===== config.mk =====
export PLATFORM = sky130hd
export DESIGN_NAME = intersection_phase_controller_flat
export DESIGN_NICKNAME = d
export VERILOG_FILES = /design/src/rtl/intersection_phase_controller_if.sv /design/src/rtl/intersection_phase_controller.sv /design/src/flat_wrapper.sv
export SDC_FILE = /design/constraint.sdc
export NUM_CORES = 1
export LEC_CHECK = 0
export CORE_MARGIN = 8
export CORE_UTILIZATION = 42
export CTS_CLUSTER_SIZE = 12
export DETAILED_ROUTE_END_ITERATION = 6
export PLACE_DENSITY = 0.74
export SETUP_SLACK_MARGIN = 0.2
export SLEW_MARGIN = 20
export SYNTH_ARGS = -nofsm -noshare
export SYNTH_HDL_FRONTEND = slang
export SYNTH_SLANG_ARGS = --single-unit

===== constraint.sdc =====
create_clock -name clk -period 1.5 [get_ports clk]
set_input_delay 0.45 -clock clk [delete_from_list [all_inputs] [get_ports clk]]
set_output_delay 0.45 -clock clk [all_outputs]
set_load 0.005 [all_outputs]

===== src/rtl/intersection_phase_controller_if.sv =====
// intersection_phase_controller_if: sensor/button inputs and lamp outputs of the phase controller
//   master: front end / bench side (drives tick and requests, observes lamps)
//   slave : controller side (consumes tick and requests, drives lamps and status)
interface intersection_phase_controller_if;
  logic       tick;
  logic       ns_req;
  logic       ew_req;
  logic       ped_req;
  logic       ns_green;
  logic       ns_yellow;
  logic       ns_red;
  logic       ew_green;
  logic       ew_yellow;
  logic       ew_red;
  logic       walk;
  logic       ped_pending;
  logic [2:0] phase;
  modport master (
    output tick, ns_req, ew_req, ped_req,
    input  ns_green, ns_yellow, ns_red, ew_green, ew_yellow, ew_red, walk, ped_pending, phase
  );
  modport slave (
    input  tick, ns_req, ew_req, ped_req,
    output ns_green, ns_yellow, ns_red, ew_green, ew_yellow, ew_red, walk, ped_pending, phase
  );
endinterface


===== src/rtl/intersection_phase_controller.sv =====
// intersection_phase_controller: demand-driven NS/EW phase scheduler with pedestrian WALK on the EW phase
//   clk   : system clock, rising edge
//   reset : asynchronous active-low reset
//   bus   : tick and ns/ew/ped requests in; six lamp drives, walk, ped_pending and phase code out
module intersection_phase_controller #(
  parameter int CW        = 4,
  parameter int GREEN_MIN = 4,
  parameter int GREEN_MAX = 12,
  parameter int YELLOW_T  = 2,
  parameter int ALLRED_T  = 1
) (
  input logic                          clk,
  input logic                          reset,
  intersection_phase_controller_if.slave bus
);
  typedef enum logic [2:0] {
    NS_GREEN  = 3'd0,
    NS_YELLOW = 3'd1,
    ALLRED_A  = 3'd2,
    EW_GREEN  = 3'd3,
    EW_YELLOW = 3'd4,
    ALLRED_B  = 3'd5
  } state_t;
  localparam logic [CW-1:0] GMIN1 = CW'(GREEN_MIN - 1);
  localparam logic [CW-1:0] GMAX1 = CW'(GREEN_MAX - 1);
  localparam logic [CW-1:0] YEL1  = CW'(YELLOW_T - 1);
  localparam logic [CW-1:0] ALR1  = CW'(ALLRED_T - 1);
  state_t          state_q, state_d, nxt;
  logic [CW-1:0]   timer_q, timer_d;
  logic            ped_q, ped_d, walk_q, walk_d, go, enter_ew;
  always_ff @(posedge clk or negedge reset)
    if (!reset) begin
      state_q <= NS_GREEN;
      timer_q <= '0;
      ped_q   <= 1'b0;
      walk_q  <= 1'b0;
    end else begin
      state_q <= state_d;
      timer_q <= timer_d;
      ped_q   <= ped_d;
      walk_q  <= walk_d;
    end
  always_comb begin
    nxt = NS_GREEN;
    go  = 1'b1;
    case (state_q)
      NS_GREEN:  begin nxt = NS_YELLOW; go = timer_q >= GMIN1 && (bus.ew_req || ped_q); end
      NS_YELLOW: begin nxt = ALLRED_A;  go = timer_q == YEL1; end
      ALLRED_A:  begin nxt = EW_GREEN;  go = timer_q == ALR1; end
      EW_GREEN:  begin nxt = EW_YELLOW; go = timer_q == GMAX1 || (timer_q >= GMIN1 && (bus.ns_req || !bus.ew_req)); end
      EW_YELLOW: begin nxt = ALLRED_B;  go = timer_q == YEL1; end
      ALLRED_B:  begin nxt = NS_GREEN;  go = timer_q == ALR1; end
      default:   ;
    endcase
    // illegal codes recover to NS_GREEN on the next clk, tick or not
    go       = go && (bus.tick || state_q > ALLRED_B);
    state_d  = go ? nxt : state_q;
    timer_d  = go ? '0 : (!bus.tick || timer_q == GMAX1) ? timer_q : timer_q + 1'b1;
    enter_ew = go && nxt == EW_GREEN;
    // a request on the entry clk survives the clear and is served next round
    ped_d    = bus.ped_req || (ped_q && !enter_ew);
    walk_d   = enter_ew ? ped_q : walk_q && !go;
  end
  assign bus.ns_green    = state_q == NS_GREEN;
  assign bus.ns_yellow   = state_q == NS_YELLOW;
  assign bus.ns_red      = !(state_q inside {NS_GREEN, NS_YELLOW});
  assign bus.ew_green    = state_q == EW_GREEN;
  assign bus.ew_yellow   = state_q == EW_YELLOW;
  assign bus.ew_red      = !(state_q inside {EW_GREEN, EW_YELLOW});
  assign bus.walk        = walk_q;
  assign bus.ped_pending = ped_q;
  assign bus.phase       = state_q;
endmodule


===== src/flat_wrapper.sv =====
// flat-port wrapper written by rule: the top's interface ports become plain ports
module intersection_phase_controller_flat 
#(
  parameter int CW        = 4,
  parameter int GREEN_MIN = 4,
  parameter int GREEN_MAX = 12,
  parameter int YELLOW_T  = 2,
  parameter int ALLRED_T  = 1
)
  (clk, reset, bus_tick, bus_ns_req, bus_ew_req, bus_ped_req, bus_ns_green, bus_ns_yellow, bus_ns_red, bus_ew_green, bus_ew_yellow, bus_ew_red, bus_walk, bus_ped_pending, bus_phase);
  intersection_phase_controller_if bus_i ();
  input logic clk;
  input logic reset;
  input wire logic [$bits(bus_i.tick)-1:0] bus_tick;
  input wire logic [$bits(bus_i.ns_req)-1:0] bus_ns_req;
  input wire logic [$bits(bus_i.ew_req)-1:0] bus_ew_req;
  input wire logic [$bits(bus_i.ped_req)-1:0] bus_ped_req;
  output wire logic [$bits(bus_i.ns_green)-1:0] bus_ns_green;
  output wire logic [$bits(bus_i.ns_yellow)-1:0] bus_ns_yellow;
  output wire logic [$bits(bus_i.ns_red)-1:0] bus_ns_red;
  output wire logic [$bits(bus_i.ew_green)-1:0] bus_ew_green;
  output wire logic [$bits(bus_i.ew_yellow)-1:0] bus_ew_yellow;
  output wire logic [$bits(bus_i.ew_red)-1:0] bus_ew_red;
  output wire logic [$bits(bus_i.walk)-1:0] bus_walk;
  output wire logic [$bits(bus_i.ped_pending)-1:0] bus_ped_pending;
  output wire logic [$bits(bus_i.phase)-1:0] bus_phase;
  assign bus_i.tick = bus_tick;
  assign bus_i.ns_req = bus_ns_req;
  assign bus_i.ew_req = bus_ew_req;
  assign bus_i.ped_req = bus_ped_req;
  assign bus_ns_green = bus_i.ns_green;
  assign bus_ns_yellow = bus_i.ns_yellow;
  assign bus_ns_red = bus_i.ns_red;
  assign bus_ew_green = bus_i.ew_green;
  assign bus_ew_yellow = bus_i.ew_yellow;
  assign bus_ew_red = bus_i.ew_red;
  assign bus_walk = bus_i.walk;
  assign bus_ped_pending = bus_i.ped_pending;
  assign bus_phase = bus_i.phase;
  intersection_phase_controller #(.CW(CW), .GREEN_MIN(GREEN_MIN), .GREEN_MAX(GREEN_MAX), .YELLOW_T(YELLOW_T), .ALLRED_T(ALLRED_T)) u_core (.clk(clk), .reset(reset), .bus(bus_i));
endmodule

==> results <==
- The synthesized design devotes to its leading area cell type 34.5% of total area.
- The final layout contains routed wiring with a total length of ~2400 um.
- In this run the deepest clock path goes through 2 buffers.
- The diode insertion count for antenna repair is 0.
- The initial cell density of the core is around 44%.
- The die height is about 55 um.
- The flow ran to the end, but the final reports show violations.
- The area used by sequential logic in the layout is approximately 230 um^2.
- The combined area of the multi-input logic cells is a little under 500 um^2.
- The number of clock sinks is 9.
- The portion of netlist area occupied by mux cells is ~1.5%.
- The first TritonRoute pass finished after 4 iterations.
- Once routing completed, OpenROAD measured the worst setup slack at -344 ps.
- On the final layout, the worst hold slack is approximately 510 ps.
- Clock-pin slew was measured on the worst setup and hold paths at ~70 ps.
- The final critical-path share of the clock period is 123%.
- The peak ir drop on the vdd network is roughly 1.3 mV.
- STA classifies the critical path startpoint as a flop.
- After Yosys synthesis, and, or, nand and nor cells account for ~27% of the synthesized area.
- STA puts the critical path data required time at roughly 1700 ps.
- Derived from the worst setup path, the maximum achievable clock frequency is 0.542 GHz.
- Yosys printed 0 warnings.
- The endpoint type of the worst setup path is a flop.
- The initialized floorplan defines 14 standard-cell rows.
- After synthesis, flip-flops and latches occupy 34.5% of the total area.
- The global-route wire length before repair is between 3000 and 4000 um.
- The horizontal extent of the die is 55.4 um.
- The number of clock buffers added by TritonCTS is 3.
- The leakage dissipation is ~0.56 nW.
- The worst path arrival time is about 2000 ps.
- The average footprint of a synthesized cell is 9.05 um^2.
- Setup repair after global routing could not meet its margin everywhere.
- After synthesis, the largest family of logic cells by area is simple AND/OR/NAND/NOR gates.
- The setup path with the least slack is of type reg2reg.
- Detailed placement ended at an HPWL of 1370 um.
- The count of cell types in the netlist is 33.
- At the pin with the least slew margin, the transition time is between 400 and 500 ps.
- After the last flow step, the layout net total stands at 130.
- The final hold violation count is 0.
- Summed over all failing endpoints, the final setup total negative slack is -3830 ps.
- The critical path starts at u_core.bus.phase[2].
- Dividing the detail-routed via count by the number of cells gives between 5 and 6.
- The main flop type after synthesis is sky130_fd_sc_hd__dfrtp_1.
- The sum of overflow across all layers after global routing is 0.
- The XOR/XNOR share of the synthesized area is ~4%.
- The remaining antenna violation count is 0.
- After detailed routing, the average wire length per cell comes to about 17 um.
- The area growth from synthesis to layout is 83.7%.
- The floorplan step defined a die boundary enclosing about 3100 um^2.
- The root buffer selected by CTS is sky130_fd_sc_hd__clkbuf_4.
- The capturing point of the worst reg2reg path is u_core.bus.walk.
- The path category of the worst min-delay check is in2async.
- The most critical setup path has its endpoint at u_core.bus.walk.
- Buffers placed on the I/O ports in this run total 16.
- Entering global routing, the biggest net connects 10 pins.
- Leaving out fill and tap cells, the most frequent cells in the layout are 21 x sky130_fd_sc_hd__buf_4, 16 x sky130_fd_sc_hd__buf_6, 8 x sky130_fd_sc_hd__dfrtp_1, 6 x sky130_fd_sc_hd__inv_1, 6 x sky130_fd_sc_hd__nand2_1.
- The final reports fail on negative setup slack.
- The final number of max-transition violations is 0.
- In this run the worst path has a maximum fanout of 3.
- The area inside the core boundary is 1490 um^2.
- In this run, synthesis produced a sequential element count of 9.
- The power consumption is ~2.8 mW.
- In this run the critical register-to-register path is launched from u_core.bus.phase[2].
- The total instance count after detailed placement is ~120.
- Routability-driven placement finished with a final weighted congestion of a little over 0.8.
- The synthesized netlist devotes between 10% and 20% of its cell area to compound gates.
- The tool flagged a number of max-cap violations equal to 0.
- The count of H-tree levels built during CTS is 1.
- After synthesis, the cell types taking the most area are sky130_fd_sc_hd__dfrtp_1 35%, sky130_fd_sc_hd__ha_1 5.8%, sky130_fd_sc_hd__nor2_1 5.8%, sky130_fd_sc_hd__nand2_1 4.0%, sky130_fd_sc_hd__buf_6 3.5%.
- The final worst clock skew is approximately 1.5 ps.
- The share of async-settable or async-resettable flops after synthesis is 100%.
- The combined global-route utilization of all metal layers is a little over an eighth.
- The remaining routing DRC violations is 0.
- The number of global-route vias before repair is roughly 740.
- The synthesized netlist net count is 81.
- The number of DRC markers in iteration 0 is 13.
- The count of boundary I/O pins is 17.
- The worst register-to-register path has a depth of 8.
- The fill cell total of the finished layout is 93.
- The number of buffers inserted for hold repair after clock tree synthesis is 0.
- Counting flops with a built-in enable in the synthesized netlist gives 0.
- The number of vias after detailed routing is 705.
- In this run the tightest slew margin relative to its limit is around 70%.
- The share of post-route cells with drive strength above 1 is about three fifths.
- Setup violations remaining at the end of the flow were counted as 15.
- The post-route non-filler standard cell count is approximately 140.
- The total power per unit cell area is around 2400 nW/um^2.
- The clock latency on the worst-skew pair is 260 ps.
- The share of synthesized cell area in full adder, half adder and majority cells is 5.76%.
- The initial antenna violation count came to 0.
- TritonCTS built the clock tree.
- The synthesized design spends more area on one cell type than any other, namely sky130_fd_sc_hd__dfrtp_1.
- For the finished layout, the period the worst path requires is around 1800 ps.
- The gate count after technology mapping is between 70 and 80.
- Leaving out fill and tap cells, the most frequent cell in the layout is sky130_fd_sc_hd__buf_4.
- The mapped netlist covers ~650 um^2.
- The setup check on the worst reg-to-reg path leaves a slack of -340 ps.
-- repair_timing --
| action | CTS | global route |
|---|---|---|
| buffers inserted | 12 | 4 |
| endpoints found under the setup margin | 20 | 19 |
| pin swaps | 9 | 5 |
| gates resized for setup | 70 | 9 |
-- synth_stat cells (all sizes together) (3+ instances only) --
master	count
dfrtp	9
ha	3
buf	3
inv	6
nor2	10
nand3	3
a31o	3
nand2	7
-- cell type report --
class                           instances  area share [%]
Timing Repair Buffer                   47            34.5
Multi-Input combinational cell         54            40.9
Tap cell                               16            1.67
Sequential cell                         9            18.9
Clock buffer                            4            2.19
Inverter                                6            1.88
-- critical path, cell delays in order (launching register included) --
cell and delay (ps):
sky130_fd_sc_hd__dfrtp_1 410, sky130_fd_sc_hd__buf_6 130, sky130_fd_sc_hd__buf_6 120, sky130_fd_sc_hd__buf_4 130, sky130_fd_sc_hd__xor2_1 180, sky130_fd_sc_hd__a32oi_4 260
sky130_fd_sc_hd__nand3_2 120, sky130_fd_sc_hd__a221o_1 360, sky130_fd_sc_hd__o21ai_2 70
-- stage by stage --
step	cell area, um^2	setup WS, ps	util [%]
2_1_floorplan	681	-81.9	-
3_3_place_gp	943	-409	63.4
3_5_place_dp	943	-463	63.4
4_1_cts	1150	-340	77.0
5_1_grt	1200	-388	80.4
6_report	1200	-344	80.4
-- power by group --
group | switching [mW] | internal [mW] | leakage (nW)
Sequential | 0.119 | 0.353 | 0.111
Combinational | 0.959 | 1.20 | 0.439
Clock | 0.0938 | 0.103 | 0.0150
Total | 1.17 | 1.65 | 0.565
-- worst min-delay path by stage --
stage,startpoint,to,slack (ps),depth (start not counted)
after floorplan,reset,u_core.bus.ped_pending,150,0
after global placement,u_core.bus.ped_pending,u_core.bus.ped_pending,560,2
after detailed placement,u_core.bus.ped_pending,u_core.bus.ped_pending,560,2
after CTS,reset,u_core.bus.walk,510,1
after global routing,reset,u_core.bus.ped_pending,540,1
final,reset,u_core.bus.walk,510,1
-- registers in the layout, summed over array words and instances (netlist names) --
signal                  cells
u_core.bus.phase            3
u_core.bus.ped_pending      1
u_core.bus.walk             1
u_core.timer_q              4
-- cell families (layout without fill, tap and decap cells) --
| family | after synthesis | in the layout |
|---|---|---|
| AO/OA/AOI/OAI | 14 | 14 |
| XOR/XNOR | 3 | 3 |
| adder cells (fa/ha/maj) | 3 | 3 |
| buffers and inverters | 9 | 57 |
| flip-flops | 9 | 9 |
| multiplexers | 1 | 1 |
| AND/OR/NAND/NOR | 33 | 33 |
-- layer usage --
metal | track usage [%] | part of all wire (%)
met5 | 0 | 0
met4 | 3.17 | 0.30
met3 | 1.83 | 2.1
met2 | 25.8 | 54
met1 | 15.1 | 43
(Power assumes the default switching activity.)
